## src/rtl/uart_rx_pkg.sv

```systemverilog
// UART shared definitions: FSM state encodings and default frame timing.
// Used by both the receiver and the matching transmitter.
package uart_rx_pkg;

  typedef enum logic [1:0] {
    IDLE  = 2'd0,
    START = 2'd1,
    DATA  = 2'd2,
    STOP  = 2'd3
  } uart_state_t;

  localparam int BPS_MAX_DEF = 5208;
  localparam int BIT_MAX_DEF = 8;

  function automatic int cnt_width(input int max_val);
    return (max_val > 1) ? $clog2(max_val) : 1;
  endfunction

endpackage

```

## src/rtl/uart_rx_sync_edge.sv

```systemverilog
// Two-flop synchronizer followed by a registered falling-edge detector.
// Generic: usable for any asynchronous single-bit input.
module sync_edge #(
  parameter logic RST_VAL = 1'b1
) (
  input  logic clk,
  input  logic rst,
  input  logic async_in,
  output logic rx_s,
  output logic fall
);

  logic meta;
  logic prev;

  always_ff @(posedge clk or posedge rst) begin
    if (rst) begin
      meta <= RST_VAL;
      rx_s <= RST_VAL;
      prev <= RST_VAL;
      fall <= 1'b0;
    end else begin
      meta <= async_in;
      rx_s <= meta;
      prev <= rx_s;
      fall <= prev & ~rx_s;
    end
  end

endmodule

```

## src/rtl/uart_rx.sv

```systemverilog
// UART receiver: start-bit validation at mid bit, LSB-first data,
// stop-bit check with one-cycle rx_valid / frame_err pulses.
module uart_rx
  import uart_rx_pkg::*;
#(
  parameter int BPS_MAX = BPS_MAX_DEF,
  parameter int BIT_MAX = BIT_MAX_DEF
) (
  input  logic               clk,
  input  logic               rst,
  input  logic               rx,
  output logic [BIT_MAX-1:0] rx_data,
  output logic               rx_valid,
  output logic               frame_err,
  output logic               busy
);

  localparam int CW = cnt_width(BPS_MAX);
  localparam int BW = cnt_width(BIT_MAX + 1);

  localparam logic [CW-1:0] BPS_END = CW'(BPS_MAX - 1);
  localparam logic [CW-1:0] BPS_MID = CW'(BPS_MAX / 2 - 1);
  localparam logic [BW-1:0] BIT_END = BW'(BIT_MAX - 1);

  uart_state_t        state;
  logic [CW-1:0]      bps_cnt;
  logic [BW-1:0]      bit_cnt;
  logic [BIT_MAX-1:0] shift_reg;
  logic               rx_s;
  logic               fall;

  sync_edge #(
    .RST_VAL (1'b1)
  ) u_sync (
    .clk      (clk),
    .rst      (rst),
    .async_in (rx),
    .rx_s     (rx_s),
    .fall     (fall)
  );

  always_ff @(posedge clk or posedge rst) begin
    if (rst) begin
      state     <= IDLE;
      bps_cnt   <= '0;
      bit_cnt   <= '0;
      shift_reg <= '0;
      rx_data   <= '0;
      rx_valid  <= 1'b0;
      frame_err <= 1'b0;
      busy      <= 1'b0;
    end else begin
      rx_valid  <= 1'b0;
      frame_err <= 1'b0;
      unique case (state)
        IDLE: begin
          bps_cnt <= '0;
          bit_cnt <= '0;
          if (fall) begin
            state <= START;
            busy  <= 1'b1;
          end
        end
        START: begin
          if (bps_cnt == BPS_MID) begin
            bps_cnt <= '0;
            if (!rx_s) begin
              state <= DATA;
            end else begin
              state <= IDLE;
              busy  <= 1'b0;
            end
          end else begin
            bps_cnt <= bps_cnt + CW'(1);
          end
        end
        DATA: begin
          if (bps_cnt == BPS_END) begin
            bps_cnt <= '0;
            for (int i = 0; i < BIT_MAX; i++) begin
              if (bit_cnt == BW'(i)) shift_reg[i] <= rx_s;
            end
            if (bit_cnt == BIT_END) begin
              bit_cnt <= '0;
              state   <= STOP;
            end else begin
              bit_cnt <= bit_cnt + BW'(1);
            end
          end else begin
            bps_cnt <= bps_cnt + CW'(1);
          end
        end
        STOP: begin
          if (bps_cnt == BPS_END) begin
            bps_cnt <= '0;
            state   <= IDLE;
            busy    <= 1'b0;
            // Leaving at mid stop bit gives half a bit of slack
            // for the next start edge.
            if (rx_s) begin
              rx_data  <= shift_reg;
              rx_valid <= 1'b1;
            end else begin
              frame_err <= 1'b1;
            end
          end else begin
            bps_cnt <= bps_cnt + CW'(1);
          end
        end
        default: begin
          state <= IDLE;
          busy  <= 1'b0;
        end
      endcase
    end
  end

endmodule

```

## config.mk

```make
export PLATFORM = sky130hd
export DESIGN_NAME = uart_rx
export DESIGN_NICKNAME = d
export VERILOG_FILES = /design/src/rtl/uart_rx_pkg.sv /design/src/rtl/uart_rx_sync_edge.sv /design/src/rtl/uart_rx.sv
export SDC_FILE = /design/constraint.sdc
export NUM_CORES = 1
export LEC_CHECK = 0
export ABC_AREA = 1
export BUFFER_PORTS_ARGS = -buffer_cell sky130_fd_sc_hd__buf_2
export CAP_MARGIN = 10
export CORE_UTILIZATION = 35
export DETAILED_ROUTE_END_ITERATION = 10
export SYNTH_ARGS = -nofsm -noshare
export SYNTH_HDL_FRONTEND = slang
export SYNTH_SLANG_ARGS = --single-unit
```

## constraint.sdc

```tcl
create_clock -name clk -period 1.3 [get_ports clk]
set_input_delay 0.195 -clock clk [delete_from_list [all_inputs] [get_ports clk]]
set_output_delay 0.195 -clock clk [all_outputs]
set_load 0.02 [all_outputs]
```

==> results of run 1 <==
==> per-stage QoR <==
step / instance area [um^2] / setup WS, ps / hold WS (ps) / std cells
final: 2928 / -188.2 / 360.0 / 399
after global routing: 2928 / -307.6 / 361.9 / 399
after CTS: 2766 / -162.4 / 361.3 / 392
after detailed placement: 2613 / -154.0 / 157.2 / 381
after global placement: 2613 / -111.0 / 149.6 / 381
after floorplan: 2152 / 0.6063 / 199.5 / 259
==> Yosys cell counts, drive strengths merged (3+ instances only) <==
cell type	count
dfrtp	39
xor2	5
clkinv	3
o21ai	17
ha	5
inv	34
nor3	11
nand3	19
dfstp	3
a21oi	5
nor2	34
nand4	5
nand2	76
==> metal layers <==
layer | routed length, um | GRT usage [%] | part of all wire (%)
met1 | 2236 | 21.46 | 48
met2 | 2195 | 25.30 | 47
met3 | 109 | 2.057 | 2.4
met4 | 89 | 7.091 | 1.9
met5 | 0 | 0 | 0
==> worst min path at each step <==
stage,startpoint,endpoint,slack (ps),cells past startpoint
after floorplan,rx,u_sync.meta,200,0
after global placement,rst,rx_data[3],150,2
after detailed placement,rst,rx_data[3],160,2
after CTS,u_sync.meta,u_sync.rx_s,360,0
after global routing,u_sync.meta,u_sync.rx_s,360,0
final,u_sync.meta,u_sync.rx_s,360,0
==> report_power, final <==
group / switching [W] / total (W) / internal [W]
clock: 0.000494 / 0.000881 / 0.000388
sequential: 0.000149 / 0.00156 / 0.00141
combinational: 0.000740 / 0.00129 / 0.000545
==> timing repair <==
action | CTS | global route
resized for setup | 7 | 29
setup buffers | 1 | 7
setup endpoints to repair | 38 | 38
hold buffers | 2 | 0
pin swaps | 4 | 5
hold endpoints to repair | 7 | 0
==> kinds of logic (layout without fill, tap and decap cells) <==
group | after synthesis | after routing | synth area share, %
AO/OA/AOI/OAI | 23 | 23 | 6.050
XOR/XNOR | 5 | 5 | 2.076
adder cells (fa/ha/maj) | 5 | 5 | 2.966
buffers and inverters | 38 | 106 | 7.058
flip-flops | 42 | 42 | 50.00
AND/OR/NAND/NOR | 146 | 146 | 31.85
==> cells in the final DEF (no fill, tap or decap), types with 3 or more instances in the layout <==
cell	synthesis	final
dfstp_2	3	3
a21oi_1	3	3
nor2_4	1	4
nor2_1	29	27
dfrtp_1	39	39
inv_1	27	27
nand4_1	5	5
buf_2	1	13
o21ai_0	7	4
xor2_1	5	5
buf_4	0	41
nor3_4	1	3
o21ai_1	9	8
o21ai_2	1	4
clkbuf_8	0	5
nor3_1	9	6
nand2_2	3	7
nor2_2	4	3
nand3_1	16	11
nand3_2	1	6
inv_2	7	6
buf_6	0	3
ha_1	5	4
nand2_1	73	66
==> layout make-up <==
cell class	instances	area share (%)
flip-flops and latches	42	36.03
clock inverters	3	0.8547
multi-input cells	179	36.58
well taps	72	3.077
clock buffers	5	2.350
inverters	37	5.171
repair buffers	61	15.94
==> results.sh, run 1 <==
export IMPL_cts_tree="yes"
export IMPL_synth_edf_count=0
export IMPL_cp_max_fo=6
export IMPL_portBuffers=13
export IMPL_max_freq_mhz=671.9
export IMPL_violations="setup timing"
export IMPL_reg2reg_from="bps_cnt[0]"
export IMPL_rsz0062_at_grt="yes"
export IMPL_drtPass1Iterations=4
export IMPL_clk_path_buf_depth=2
export IMPL_ff2ff_path_depth=7
export IMPL_clk_pin_slew_ps=90
export IMPL_area_growth_synth_to_final_pct=38.79
export IMPL_synth_warnings=0
export IMPL_finalWorstSetupSlack_ps=-188.2
export IMPL_fin_total_pwr_w=0.003731
export IMPL_synth_cells=259
export IMPL_via_per_inst=4.581
export IMPL_crit_cells=7
export IMPL_yosys_area_top_type="dfrtp_1"
export IMPL_antenna_found_initial=0
export IMPL_core_area_mm2=0.005642
export IMPL_maxSlewViolCount=0
export IMPL_multi_input_area_mm2=0.001071
export IMPL_utilization_pct=51.90
export IMPL_leakage_nw=1.463
export IMPL_drt_iter0_drc=104
export IMPL_antenna_left=0
export IMPL_fin_nets=334
export IMPL_hold_viol_final=0
export IMPL_critPathBufInv=1
export IMPL_worstSetupEndpointType="flop"
export IMPL_start_util_pct=37.39
export IMPL_cap_violations=0
export IMPL_synth_main_ff_cell="dfrtp_1"
export IMPL_syn_nets=267
export IMPL_yosys_register_bits=42
export IMPL_insertion_delay_ps=300
export IMPL_peakVddDrop_mv=0.8285
export IMPL_worstReg2RegEnd="bit_cnt[1]"
export IMPL_die_w_um=79.64
export IMPL_timing_final_crit_share_pct=114.5
export IMPL_hpwl_um=3202
export IMPL_cp_slowest_stage_delay_ps=390
export IMPL_cp_slowest_cell="dfrtp_1"
export IMPL_setup_viol=37
export IMPL_outcome="finished with violations"
export IMPL_avgSynthCellArea_um2=8.145
export IMPL_grt_max_degree=37
export IMPL_via_count=1828
export IMPL_post_synth_top_area_fraction_pct=46.26
export IMPL_endpoint="bit_cnt[1]"
export IMPL_globalRouteTotalUtil_pct=15.89
export IMPL_yosys_top_cells_area="dfrtp_1 46%, nand2_1 13%, nor2_1 5.2%"
export IMPL_drc=0
export IMPL_ys_async_sr_fraction_pct=100.0
export IMPL_cts_root_buffer="clkbuf_8"
export IMPL_synth_cell_types=28
export IMPL_path_cells="ha_4, nand2_8, nor2_4, nand3_4, a21oi_4, buf_4, o21ai_2"
export IMPL_path_class="flop to flop"
export IMPL_period_minus_slack_ps=1488
export IMPL_slew_headroom_pct=79.10
export IMPL_critPathLaunchType="flop"
export IMPL_fillerInstances=501
export IMPL_rows=27
export IMPL_die_h_um=79.64
export IMPL_setup_worst_path_start="bps_cnt[0]"
export IMPL_wl_um=4631
export IMPL_skew_ps=6.356
export IMPL_cp_data_arrival_time_ps=1680
export IMPL_fin_tns_setup_ps=-5645
export IMPL_cts_made_buffers=5
export IMPL_dieArea_mm2=0.006342
export IMPL_critical_path_top_delay_family="flip-flops"
export IMPL_drive_above_1_share_pct=35.78
export IMPL_ff2ff_setup_slack_ps=-190
export IMPL_wl_per_cell_um=11.61
export IMPL_grt_pass1_vias=1796
export IMPL_io_pins=14
export IMPL_syn_area_mm2=0.002110
export IMPL_grt_ovfl_total=0
export IMPL_grt_pass1_wl_um=7824
export IMPL_worst_pin_slew_ps=312.5
export IMPL_ys_seq_area_share_pct=50.00
export IMPL_largest_register_ffs=13
export IMPL_critical_path_required_ps=1500
export IMPL_cts_sinks=42
export IMPL_n_antenna_cell=0
export IMPL_power_per_cell_area_mw_per_mm2=1274
export IMPL_cts_max_level=2
export IMPL_regArea_mm2=0.001055
export IMPL_place_congestion=0.7941
export IMPL_min_path_type="flop to flop"
Note: power is estimated with default switching activity, not from simulation.
==> run 2, diff against run 1 <==
--- a/config.mk
+++ b/config.mk
@@ -8,8 +8,9 @@
 export ABC_AREA = 1
 export BUFFER_PORTS_ARGS = -buffer_cell sky130_fd_sc_hd__buf_2
 export CAP_MARGIN = 10
-export CORE_UTILIZATION = 35
+export CORE_UTILIZATION = 30
 export DETAILED_ROUTE_END_ITERATION = 10
+export GPL_ROUTABILITY_DRIVEN = 0
 export SYNTH_ARGS = -nofsm -noshare
 export SYNTH_HDL_FRONTEND = slang
 export SYNTH_SLANG_ARGS = --single-unit
==> run 2 against run 1 <==
Net effect: the run still ends with setup timing left; maximum frequency rose by 1.8%; hold slack got worse by 2.1 ps; die area up 16%; global-route usage shrank 1.1 points; clock skew up 0.94 ps; via count is 3.2% higher; register-to-register slack improved by 30 ps; count of clock-buffer cells in the layout is 1 higher; cell count is 6.5% higher; sequential share of layout area fell by 0.82 points; largest cell class unchanged.
==> results.sh, run 2 (synthesis results as in run 1) <==
export IMPL_die_h_um=85.86
export IMPL_insertion_delay_ps=300
export IMPL_cts_made_buffers=5
export IMPL_violations="setup timing"
export IMPL_clk_path_buf_depth=2
export IMPL_clk_pin_slew_ps=80
export IMPL_cp_max_fo=3
export IMPL_grt_max_degree=22
export IMPL_largest_register_ffs=13
export IMPL_via_per_inst=4.438
export IMPL_min_path_type="flop to flop"
export IMPL_drc=0
export IMPL_final_common_cell="nand2_1"
export IMPL_utilization_pct=44.25
export IMPL_max_freq_mhz=684.1
export IMPL_setup_viol=37
export IMPL_fillerInstances=673
export IMPL_grt_pass1_wl_um=8459
export IMPL_design_area_mm2=0.003007
export IMPL_io_pins=14
export IMPL_n_antenna_cell=0
export IMPL_skew_ps=7.298
export IMPL_cts_tree="yes"
export IMPL_slew_headroom_pct=55.22
export IMPL_globalRouteTotalUtil_pct=14.76
export IMPL_core_area_mm2=0.006794
export IMPL_antenna_left=0
export IMPL_period_minus_slack_ps=1462
export IMPL_cp_data_arrival_time_ps=1640
export IMPL_power_per_cell_area_mw_per_mm2=1311
export IMPL_die_w_um=85.86
export IMPL_outcome="finished with violations"
export IMPL_cts_root_buffer="clkbuf_8"
export IMPL_grt_pass1_vias=1849
export IMPL_drtPass1Iterations=4
export IMPL_placed_area_mm2=0.002600
export IMPL_critical_path_required_ps=1480
export IMPL_wl_per_cell_um=11.95
export IMPL_rows=30
export IMPL_wl_um=5079
export IMPL_fin_nets=336
export IMPL_dieArea_mm2=0.007371
export IMPL_drt_iter0_drc=49
export IMPL_path_class="flop to flop"
export IMPL_peakVddDrop_mv=0.7715
export IMPL_grt_ovfl_total=0
export IMPL_maxSlewViolCount=0
export IMPL_worst_pin_slew_ps=667.6
export IMPL_rsz0062_at_grt="yes"
export IMPL_area_growth_synth_to_final_pct=42.53
export IMPL_mostFrequentLayoutCells="66 x nand2_1, 41 x buf_4, 36 x dfrtp_1"
export IMPL_finalWorstSetupSlack_ps=-161.8
export IMPL_fin_total_pwr_w=0.003941
export IMPL_hold_viol_final=0
export IMPL_hpwl_um=3296
export IMPL_cts_sinks=42
export IMPL_antenna_found_initial=0
export IMPL_critPathLaunchType="flop"
export IMPL_cts_max_level=2
export IMPL_leakage_nw=1.474
export IMPL_cap_violations=0
export IMPL_timing_final_crit_share_pct=112.4
export IMPL_portBuffers=13
export IMPL_fin_tns_setup_ps=-4266
export IMPL_via_count=1886
export IMPL_start_util_pct=31.05
export IMPL_worstSetupEndpointType="flop"
export IMPL_drive_above_1_share_pct=37.08
## run 2: cell types whose count changed in the layout (fill, tap and decap cells not counted), sizes merged
| cell | previous run | this run |
|---|---|---|
| bufinv | 0 | 2 |
| buf | 59 | 58 |
| clkbuf | 5 | 6 |
| clkinv | 4 | 5 |
| clkinvlp | 1 | 0 |
| inv | 35 | 34 |
| nand3 | 19 | 20 |
## run 2: what timing repair did
item,4_1_cts,5_1_grt
hold buffers,2,0
gates resized for setup,11,31
hold endpoints to repair,12,0
endpoints found under the setup margin,38,38
cloned,2,1
buffers inserted,4,7
pin swaps,5,6
## run 2: worst paths after layout
path / start / end / slack [ps] / cells after the start
setup / recovery: bps_cnt[9] / shift_reg[3] / -160 / 9
hold / removal: u_sync.meta / u_sync.rx_s / 360 / 0
setup reg to reg: bps_cnt[9] / shift_reg[3] / -160 / 9
hold reg to reg: u_sync.meta / u_sync.rx_s / 360 / 0
max in group asynchronous: rst / bps_cnt[2] / 360 / 4
min in group asynchronous: rst / bps_cnt[7] / 460 / 3
## run 2: power breakdown
part | internal, W | total [W] | switching [W] | leakage, nW
logic | 0.000410 | 0.00111 | 0.000703 | 0.842
clock network | 0.000819 | 0.00128 | 0.000457 | 0.0714
registers | 0.00142 | 0.00155 | 0.000135 | 0.560
## run 2: stage by stage
| stage | setup WS [ps] | hold WS (ps) | cells |
|---|---|---|---|
| after floorplan | 0.6063 | 199.5 | 259 |
| after global placement | -108.9 | 241.6 | 401 |
| after detailed placement | -127.1 | 244.8 | 401 |
| after CTS | -149.9 | 358.9 | 417 |
| after global routing | -277.1 | 366.6 | 425 |
| final | -161.8 | 357.9 | 425 |
## run 2: metal layers
metal / vias up / part of all wire, % / global-route usage [%] / wire length [um]
li1: 968 / - / - / -
met1: 888 / 49 / 19.85 / 2475
met2: 25 / 48 / 23.05 / 2450
met3: 5 / 1.9 / 4.139 / 97
met4: 0 / 1.1 / 4.697 / 55
met5: - / 0 / 0 / 0
## run 2: critical path, stage by stage, from the launching register on
cell	delay, ps
dfrtp_1	390
inv_2	80
nand2_2	70
nor2_4	170
nand2_2	90
nor3_4	200
buf_6	150
nand3_2	90
nand2_1	70
o21ai_1	60
## run 2: area by class of cell
type | count | area (um^2) | area share [%]
clock inverters | 2 | 60.06 | 1.998
inverters | 37 | 151.4 | 5.035
clock buffers | 6 | 82.58 | 2.747
multi-input cells | 180 | 1075 | 35.75
repair inverters | 2 | 12.51 | 0.4161
flip-flops and latches | 42 | 1059 | 35.21
repair buffers | 60 | 446.7 | 14.86
well taps | 96 | 120.1 | 3.995
